File: src/rtl/pcie_us_cfg_mgmt_arb_pkg.sv
`default_nettype none
// ----------------------------------------------------------------------------
// pcie_us_cfg_mgmt_arb_pkg: shared types and widths for the cfg_mgmt arbiter.
// Rev 1.0
// ----------------------------------------------------------------------------
package pcie_us_cfg_mgmt_arb_pkg;

  localparam int CFG_ADDR_W = 10;
  localparam int CFG_FUNC_W = 8;
  localparam int CFG_DATA_W = 32;
  localparam int CFG_BE_W   = 4;

  typedef enum logic [1:0] {
    IDLE = 2'd0,
    BUSY = 2'd1,
    RESP = 2'd2
  } state_t;

endpackage
`default_nettype wire

File: src/rtl/pcie_us_cfg_mgmt_arb_rr.sv
`default_nettype none
// ----------------------------------------------------------------------------
// pcie_rr_arb: combinational round-robin picker; search starts after i_last.
// Rev 1.0
// ----------------------------------------------------------------------------
module pcie_rr_arb #(
  parameter int PORTS = 2,
  parameter int IDX_W = 1
) (
  input  logic [PORTS-1:0] i_req,
  input  logic [IDX_W-1:0] i_last,
  output logic [PORTS-1:0] o_grant,
  output logic [IDX_W-1:0] o_idx
);

  logic w_found;
  int   w_pos;

  always_comb begin
    o_grant = '0;
    o_idx   = '0;
    w_found = 1'b0;
    w_pos   = 0;
    for (int i = 1; i <= PORTS; i++) begin
      w_pos = int'(i_last) + i;
      if (w_pos >= PORTS) w_pos = w_pos - PORTS;
      if (!w_found && i_req[w_pos]) begin
        w_found        = 1'b1;
        o_grant[w_pos] = 1'b1;
        o_idx          = IDX_W'(w_pos);
      end
    end
  end

endmodule
`default_nettype wire

File: src/rtl/pcie_us_cfg_mgmt_arb.sv
`default_nettype none
// ----------------------------------------------------------------------------
// pcie_us_cfg_mgmt_arb: shares the UltraScale PCIe cfg_mgmt port among PORTS
// requesters, one transaction at a time. Optional: PCIE_US_CFG_MGMT_ARB_TIMEOUT_EN.
// Rev 1.0
// ----------------------------------------------------------------------------
module pcie_us_cfg_mgmt_arb
  import pcie_us_cfg_mgmt_arb_pkg::*;
#(
  parameter int PORTS   = 2,
  parameter int TIMEOUT = 1024
) (
  input  logic                          clk,
  input  logic                          rst,
  input  logic [PORTS-1:0]              s_req_valid,
  output logic [PORTS-1:0]              s_req_ready,
  input  logic [PORTS*CFG_ADDR_W-1:0]   s_req_addr,
  input  logic [PORTS*CFG_FUNC_W-1:0]   s_req_function_number,
  input  logic [PORTS-1:0]              s_req_write,
  input  logic [PORTS*CFG_DATA_W-1:0]   s_req_write_data,
  input  logic [PORTS*CFG_BE_W-1:0]     s_req_byte_enable,
  output logic [PORTS-1:0]              s_resp_valid,
  output logic [CFG_DATA_W-1:0]         s_resp_data,
  output logic [PORTS-1:0]              s_resp_error,
  output logic [CFG_ADDR_W-1:0]         cfg_mgmt_addr,
  output logic [CFG_FUNC_W-1:0]         cfg_mgmt_function_number,
  output logic                          cfg_mgmt_write,
  output logic [CFG_DATA_W-1:0]         cfg_mgmt_write_data,
  output logic [CFG_BE_W-1:0]           cfg_mgmt_byte_enable,
  output logic                          cfg_mgmt_read,
  input  logic [CFG_DATA_W-1:0]         cfg_mgmt_read_data,
  input  logic                          cfg_mgmt_read_write_done
);

  localparam int IDX_W = (PORTS > 1) ? $clog2(PORTS) : 1;
  localparam logic [IDX_W-1:0] c_last_port = IDX_W'(PORTS - 1);

  state_t                 r_state, w_state_nxt;
  logic [IDX_W-1:0]       r_last, r_owner, w_idx;
  logic [PORTS-1:0]       w_grant;
  logic                   w_accept, w_done, w_timeout;
  logic [CFG_ADDR_W-1:0]  r_addr, w_sel_addr;
  logic [CFG_FUNC_W-1:0]  r_func, w_sel_func;
  logic [CFG_DATA_W-1:0]  r_wdata, w_sel_wdata, r_resp_data;
  logic [CFG_BE_W-1:0]    r_be, w_sel_be;
  logic                   r_rd, r_wr, w_sel_wr;

  pcie_rr_arb #(
    .PORTS (PORTS),
    .IDX_W (IDX_W)
  ) u_rr (
    .i_req   (s_req_valid),
    .i_last  (r_last),
    .o_grant (w_grant),
    .o_idx   (w_idx)
  );

  assign w_accept    = (r_state == IDLE) && (|s_req_valid);
  assign w_done      = (r_state == BUSY) && cfg_mgmt_read_write_done;
  // Ready is masked during reset so nothing is accepted while the block is held.
  assign s_req_ready = ((r_state == IDLE) && !rst) ? w_grant : '0;

  assign w_sel_addr  = s_req_addr[int'(w_idx)*CFG_ADDR_W +: CFG_ADDR_W];
  assign w_sel_func  = s_req_function_number[int'(w_idx)*CFG_FUNC_W +: CFG_FUNC_W];
  assign w_sel_wdata = s_req_write_data[int'(w_idx)*CFG_DATA_W +: CFG_DATA_W];
  assign w_sel_be    = s_req_byte_enable[int'(w_idx)*CFG_BE_W +: CFG_BE_W];
  assign w_sel_wr    = s_req_write[w_idx];

`ifdef PCIE_US_CFG_MGMT_ARB_TIMEOUT_EN
  logic [15:0] r_cnt;
  logic        r_err;

  always_ff @(posedge clk or posedge rst) begin
    if (rst) begin
      r_cnt <= '0;
      r_err <= 1'b0;
    end else begin
      if (w_accept)
        r_cnt <= '0;
      else if (r_state == BUSY)
        r_cnt <= r_cnt + 16'd1;
      // done takes precedence over a simultaneous timeout
      if (w_done)
        r_err <= 1'b0;
      else if (w_timeout)
        r_err <= 1'b1;
    end
  end

  assign w_timeout    = (r_state == BUSY) && (r_cnt == 16'(TIMEOUT - 1));
  assign s_resp_error = r_err ? s_resp_valid : '0;
`else
  logic w_unused_timeout;
  assign w_unused_timeout = (TIMEOUT != 0);
  assign w_timeout        = 1'b0;
  assign s_resp_error     = '0;
`endif

  always_comb begin
    w_state_nxt = r_state;
    case (r_state)
      IDLE:    if (|s_req_valid) w_state_nxt = BUSY;
      BUSY:    if (cfg_mgmt_read_write_done || w_timeout) w_state_nxt = RESP;
      RESP:    w_state_nxt = IDLE;
      default: w_state_nxt = IDLE;
    endcase
  end

  always_ff @(posedge clk or posedge rst) begin
    if (rst) begin
      r_state     <= IDLE;
      r_last      <= c_last_port;
      r_owner     <= '0;
      r_addr      <= '0;
      r_func      <= '0;
      r_wdata     <= '0;
      r_be        <= '0;
      r_rd        <= 1'b0;
      r_wr        <= 1'b0;
      r_resp_data <= '0;
    end else begin
      r_state <= w_state_nxt;
      if (w_accept) begin
        r_owner <= w_idx;
        r_last  <= w_idx;
        r_addr  <= w_sel_addr;
        r_func  <= w_sel_func;
        r_wdata <= w_sel_wdata;
        r_be    <= w_sel_be;
        r_rd    <= !w_sel_wr;
        r_wr    <= w_sel_wr;
      end else if (w_done) begin
        r_rd        <= 1'b0;
        r_wr        <= 1'b0;
        r_resp_data <= r_rd ? cfg_mgmt_read_data : '0;
      end else if (w_timeout) begin
        r_rd        <= 1'b0;
        r_wr        <= 1'b0;
        r_resp_data <= '1;
      end
    end
  end

  always_comb begin
    s_resp_valid = '0;
    if (r_state == RESP) s_resp_valid[r_owner] = 1'b1;
  end

  assign s_resp_data              = r_resp_data;
  assign cfg_mgmt_addr            = r_addr;
  assign cfg_mgmt_function_number = r_func;
  assign cfg_mgmt_write_data      = r_wdata;
  assign cfg_mgmt_byte_enable     = r_be;
  assign cfg_mgmt_read            = r_rd;
  assign cfg_mgmt_write           = r_wr;

endmodule
`default_nettype wire

File: config.mk
export PLATFORM = sky130hd
export DESIGN_NAME = pcie_us_cfg_mgmt_arb
export DESIGN_NICKNAME = d
export VERILOG_FILES = /design/src/rtl/pcie_us_cfg_mgmt_arb_pkg.sv /design/src/rtl/pcie_us_cfg_mgmt_arb_rr.sv /design/src/rtl/pcie_us_cfg_mgmt_arb.sv
export SDC_FILE = /design/constraint.sdc
export NUM_CORES = 1
export LEC_CHECK = 0
export ABC_CLOCK_PERIOD_IN_PS = 3300
export CORE_MARGIN = 2
export CORE_UTILIZATION = 25
export CTS_CLUSTER_SIZE = 20
export DETAILED_ROUTE_END_ITERATION = 16
export RECOVER_POWER = 100
export SYNTH_ARGS = -nofsm -noshare
export SYNTH_HDL_FRONTEND = slang
export SYNTH_SLANG_ARGS = --single-unit
File: constraint.sdc
create_clock -name clk -period 3.3 [get_ports clk]
set_input_delay 0.495 -clock clk [delete_from_list [all_inputs] [get_ports clk]]
set_output_delay 0.495 -clock clk [all_outputs]
set_load 0.02 [all_outputs]
### Word-level counts from Yosys, hierarchy flattened

Index checks and enable logic that the tools add are counted.

| storage, ports and cells | value |
|---|---|
| word-level logic and storage cells | 79 |
| input port bits | 147 |
| flip-flop bits (word level) | 92 |

| operators by class | value |
|---|---|
| eq/ne operators | 4 |
| reduce and logical (&&, ||, !) cells | 15 |
| shift-type cells | 4 |
| muxes and demuxes | 30 |
| multipliers | 1 |
| bitwise operators | 2 |
| $add $sub $neg | 4 |
| order comparisons | 9 |

Operators by type and width:

| cell | number |
|---|---|
| 32-bit two-way mux | 3 |
| 32-bit by 1-bit >= comparator with 1-bit output (second input constant) | 2 |
| 32-bit by 3-bit >= comparator with 1-bit output (second input constant) | 2 |
| 32-bit by 3-bit less-than comparator with 1-bit output (second input constant) | 2 |
| 64-bit by 7-bit variable part select with 32-bit output | 1 |
| 32-bit by 3-bit subtractor with 32-bit output (second input constant) | 2 |
| 20-bit by 6-bit variable part select with 10-bit output | 1 |
| 1-bit two-way mux | 17 |
| 16-bit by 5-bit variable part select with 8-bit output | 1 |
| 2-bit two-way mux | 6 |
| 8-bit by 4-bit variable part select with 4-bit output | 1 |
| 1-bit logical AND | 7 |
| 1-bit by 2-bit less-than comparator with 1-bit output (second input constant) | 2 |
| 1-bit by 3-bit multiplier with 4-bit output (second input constant) | 1 |
| 2-bit case mux with 2 select lines | 1 |
| 2-bit AND reduction | 2 |
| 1-bit by 2-bit adder with 3-bit output (second input constant) | 1 |
| 1-bit demux with 1-bit select | 3 |
| 1-bit logical NOT | 3 |
| 1-bit by 1-bit adder with 2-bit output (second input constant) | 1 |
| 2-bit by 1-bit equality test with 1-bit output (second input constant) | 1 |
| 2-bit equality test (second input constant) | 1 |
| 2-bit logical NOT | 1 |
| 2-bit by 1-bit != test with 1-bit output (second input constant) | 1 |
| 6 further kinds | 6 |

### Longest topological paths before layout

| logic depth | value |
|---|---|
| depth after elaboration | 14 |
| mapped depth | 5 |
| mapped depth without buffers | 3 |

### By module

Synthesis repeated with hierarchy kept, for this count alone.

| second synthesis, totals | value |
|---|---|
| cell total of the unflattened synthesis | 345 |
| area total of the unflattened synthesis | 4295.4 um^2 |

Modules (own cells, without submodules):

| module | cells each | sequential area each (um^2) | instances | area an instance (um^2) |
|---|---|---|---|---|
| pcie_us_cfg_mgmt_arb | 341 | 2303.5 | 1 | 4269.1 |
| pcie_rr_arb | 4 | 0.0 | 1 | 26.3 |

### Least setup slack after synthesis

OpenSTA, ideal clock, no wires.

| path | value |
|---|---|
| path type | input to output |
| start point | in rst |
| end point | out s_req_ready[0] |
| cell stages on the path | 2 |
| setup slack | -0.150 ns |
| arrival | 2.955 ns |
| data required time | 2.805 ns |
| path buffers | 0 |
| cell sequence | inv_1 -> o2111a_1 |

| between the ends | value |
|---|---|
| cells in the longest elaborated chain, start to end | 3 |

Ends and longest elaborated chain:

| item | RTL line | RTL |
|---|---|---|
| start, declared | pcie_us_cfg_mgmt_arb.sv:14 | `input logic rst,` |
| 1-bit logical NOT (no line) | n/a |  |
| 1-bit logical AND | pcie_us_cfg_mgmt_arb.sv:61 | `assign s_req_ready = ((r_state == IDLE) && !rst) ? w_grant : '0;` |
| 2-bit two-way mux | pcie_us_cfg_mgmt_arb.sv:61 |  |
| end, declared | pcie_us_cfg_mgmt_arb.sv:16 | `output logic [PORTS-1:0] s_req_ready,` |

Every way passes these cells.

### Worst setup path after layout

| path | value |
|---|---|
| start point | in s_req_valid[0] |
| end point | out s_req_ready[1] |

| between the ends | value |
|---|---|
| cells in the longest elaborated chain, start to end | 8 |

Ends and longest elaborated chain:

| item | RTL line | RTL |
|---|---|---|
| start, declared | pcie_us_cfg_mgmt_arb.sv:15 | `input logic [PORTS-1:0] s_req_valid,` |
| 1-bit two-way mux (implied by the code) (3 in a row) | pcie_us_cfg_mgmt_arb_rr.sv:27 | `if (!w_found && i_req[w_pos]) begin` |
| 1-bit two-way mux | pcie_us_cfg_mgmt_arb_rr.sv:27 |  |
| 1-bit logical NOT | pcie_us_cfg_mgmt_arb_rr.sv:27 |  |
| 1-bit logical AND | pcie_us_cfg_mgmt_arb_rr.sv:27 |  |
| 2-bit two-way mux (*) | pcie_us_cfg_mgmt_arb_rr.sv:27 |  |
| 2-bit two-way mux (*) | pcie_us_cfg_mgmt_arb.sv:61 |  |

Mark *: on every way between the ends. The rest lies on a longest branch, timed or not. The select of a mux whose other input is x is not followed.

==> run summary <==
Status -> complete, no violations
R2R Setup Slk -> 1020 ps
Clock Pin Slew Worst Setup and Hold Paths -> 70 ps
Pwr per Cell Area -> 856 nW/um2
Remaining global-route overflow -> 0
Xor and xnor area share after synthesis -> 0
Non-Filler Instances -> 803
Hold Path End -> s_resp_data[23]
CP most frequent cell -> dlygate4sd3_1
Fmax -> 345 MHz
Worst Setup Slack, final -> 397 ps
Static leakage -> 2.97 nW
Post-synth EDFFs -> 0
Max Cap Viol -> 0
Crit path max-delay family -> buffers and inverters
Area delta synth->final -> 67.6%
Setup Skew -> 6.35 ps
Sink Count -> 92
Synth Area in Simple Gates -> 0.0743
VDD IR-drop max -> 0.413 mV
CP arrival -> 2410 ps
Placed Area -> 6840 um2
Hold Crit Start -> s_resp_data[23]
# DRC -> 0
Routability cong. -> 0.742
Worst Reg-to-Reg Cells -> 3
Drt pass-1 iters -> 4
Fin. Hold Viols -> 0
Slew Limit Fails -> 0
Fillers -> 1594
Die height -> 134 um
Worst setup EP type -> primary output
Skew-Pair Late Insertion Delay -> 340 ps
Die area -> 18000 um2
Worst Tran Pin Value -> 1370 ps
Post-CTS Resized -> 0
Main combinational cell family by area after synthesis -> multiplexers
Synth Area in Adders -> 0
Htree depth -> 3
Antenna diodes -> 0
Async SR Flop Fraction -> 1.00
Worst slack at placement -> 508 ps
CTS Buf Count -> 9
Mapped Area -> 4240 um2
Number of vias per cell -> 4.25
Synth top area share -> 0.537
Relative slew slack -> 0.0859
Final WL -> 11800 um
Crit path cell chain -> dlygate4sd3_1, a21boi_4, and3_1, dlygate4sd3_1
Largest net degree at the start of global routing -> 66
Core area -> 16600 um2
Count of final setup violators -> 0
Layout cells sized above 1 -> 0.199
Initial Util -> 0.256
WP data required -> 2800 ps
Seq/Total Area, Yosys -> 0.543
Area of the multi-input gates -> 1800 um2
Initial antenna violation count -> 0
Compound-Gate Fraction of Synth Area -> 0.0590
Syn. warnings -> 0
DR vias -> 3409
GRT Resource Usage Total -> 0.133
Starting DRT DRC Count -> 86
Placed Cells -> 787
Worst r2r src -> r_state[1]
Synth unique cells -> 28
Hold Crit Class -> flop to flop
Drt wl/cell -> 14.7 um
Clock root cell -> clkbuf_16
Top FF cell, synth -> dfrtp_1
Hold Path Depth -> 2
CTS tree -> done
Setup bufs post-CTS -> 0
CP Launch Type -> input port
# nets final -> 725
Register area -> 2300 um2
Vias in the first global route -> 3662
Commonest cells post-synth -> 91 x dfrtp_1, 90 x mux2_2, 64 x nand2_1
Mux share of post-synthesis cell area -> 0.287
Setup TNS -> 0 ps
Port bufs -> 238
Clk buf depth -> 2
Syn avg cell area -> 12.3 um2
Peak fanout along the critical path -> 10
Worst path slowest cell -> dlygate4sd3_1
CP Buf/Inv Count -> 2
Worst path max stage delay -> 670 ps
Final period demand of the worst path -> 2900 ps
Final worst-path cycle share -> 0.880
Critical R2R Capture -> cfg_mgmt_function_number[5]
Hpwl dp -> 8860 um
FP Rows -> 47
Cells after Synth -> 346
Worst Setup Path Type -> input port to primary output
Area contributors post-synth -> dfrtp_1 54%, mux2_2 24%, nand2_1 5.7%
# hold bufs at CTS -> 0
RSZ-0062 raised after global routing -> false
Yosys reg bits -> 92
First-pass GRT wire length -> 19000 um
Antenna viol nets, final -> 0
Die W -> 134 um
Synth area leader -> dfrtp_1
# IOs -> 241
Most common cell in the netlist -> dfrtp_1
Fin area -> 7110 um2
-- worst max-delay path by stage --
stage,from,endpoint,cells past startpoint,slack (ps)
2_1_floorplan,rst,s_req_ready[0],2,470
3_3_place_gp,s_req_valid[1],s_req_ready[1],4,550
3_5_place_dp,s_req_valid[1],s_req_ready[1],4,510
4_1_cts,s_req_valid[1],s_req_ready[1],4,510
5_1_grt,s_req_valid[0],cfg_mgmt_write_data[29],5,300
6_report,s_req_valid[0],s_req_ready[1],4,400
-- routing by layer --
| metal | vias up | wire length [um] | GRT usage | share of wire |
|---|---|---|---|---|
| met5 | - | 0 | 0 | 0 |
| met4 | 0 | 223 | 0.0515 | 0.019 |
| met3 | 16 | 1210 | 0.0484 | 0.10 |
| met2 | 163 | 5550 | 0.224 | 0.47 |
| met1 | 1565 | 4830 | 0.154 | 0.41 |
| li1 | 1665 | - | - | - |
-- state kept, by name (all words and copies together) (netlist names) --
name and count:
cfg_mgmt_read 1, r_state 2, cfg_mgmt_write 1, r_last 1
cfg_mgmt_addr 10, cfg_mgmt_function_number 8, r_owner 1, cfg_mgmt_write_data 32
s_resp_data 32, cfg_mgmt_byte_enable 4
-- stage by stage --
stage,util,hold WS (ps),power (W)
6_report,0.429,473,0.00609
5_1_grt,0.429,513,0.00653
4_1_cts,0.430,489,0.00646
3_5_place_dp,0.413,473,0.00539
3_3_place_gp,0.413,462,0.00534
2_1_floorplan,-,489,0.00377
-- tightest hold or removal path, delay by kind of cell, from the launching register on --
| family | cells | cell delay, ps |
|---|---|---|
| flip-flops | 1 | 340 |
| AO/OA/AOI/OAI | 1 | 50 |
| AND/OR/NAND/NOR | 1 | 40 |
-- logic make-up after synthesis --
group,after synthesis
other cells,1
mux,108
compound gates,44
simple gates,74
buf+inv,27
flops,92
-- cell usage in the layout (no fill, tap or decap), types with 2 or more instances in the layout --
master	n
mux2_1	18
dfrtp_1	91
clkdlybuf4s50_1	143
nor2_1	2
o21ai_0	34
conb_1	2
dlygate4sd3_1	95
clkbuf_2	3
and3_1	2
inv_1	2
a21oi_1	3
mux2_2	90
clkinv_2	4
clkbuf_16	9
nand2_1	64
-- power by group --
part           switching [W]  internal (W)
Sequential          0.000285       0.00171
Clock               0.000435      0.000584
Combinational        0.00158       0.00150
-- area by class of cell --
class | instances | area share
Inverter | 3 | 0.00176
Clock buffer | 9 | 0.0317
Sequential cell | 92 | 0.324
Clock inverter | 7 | 0.00932
Multi-Input combinational cell | 228 | 0.253
Tap cell | 220 | 0.0387
Timing Repair Buffer | 244 | 0.342
No activity file was read; power rests on OpenSTA's default activity.
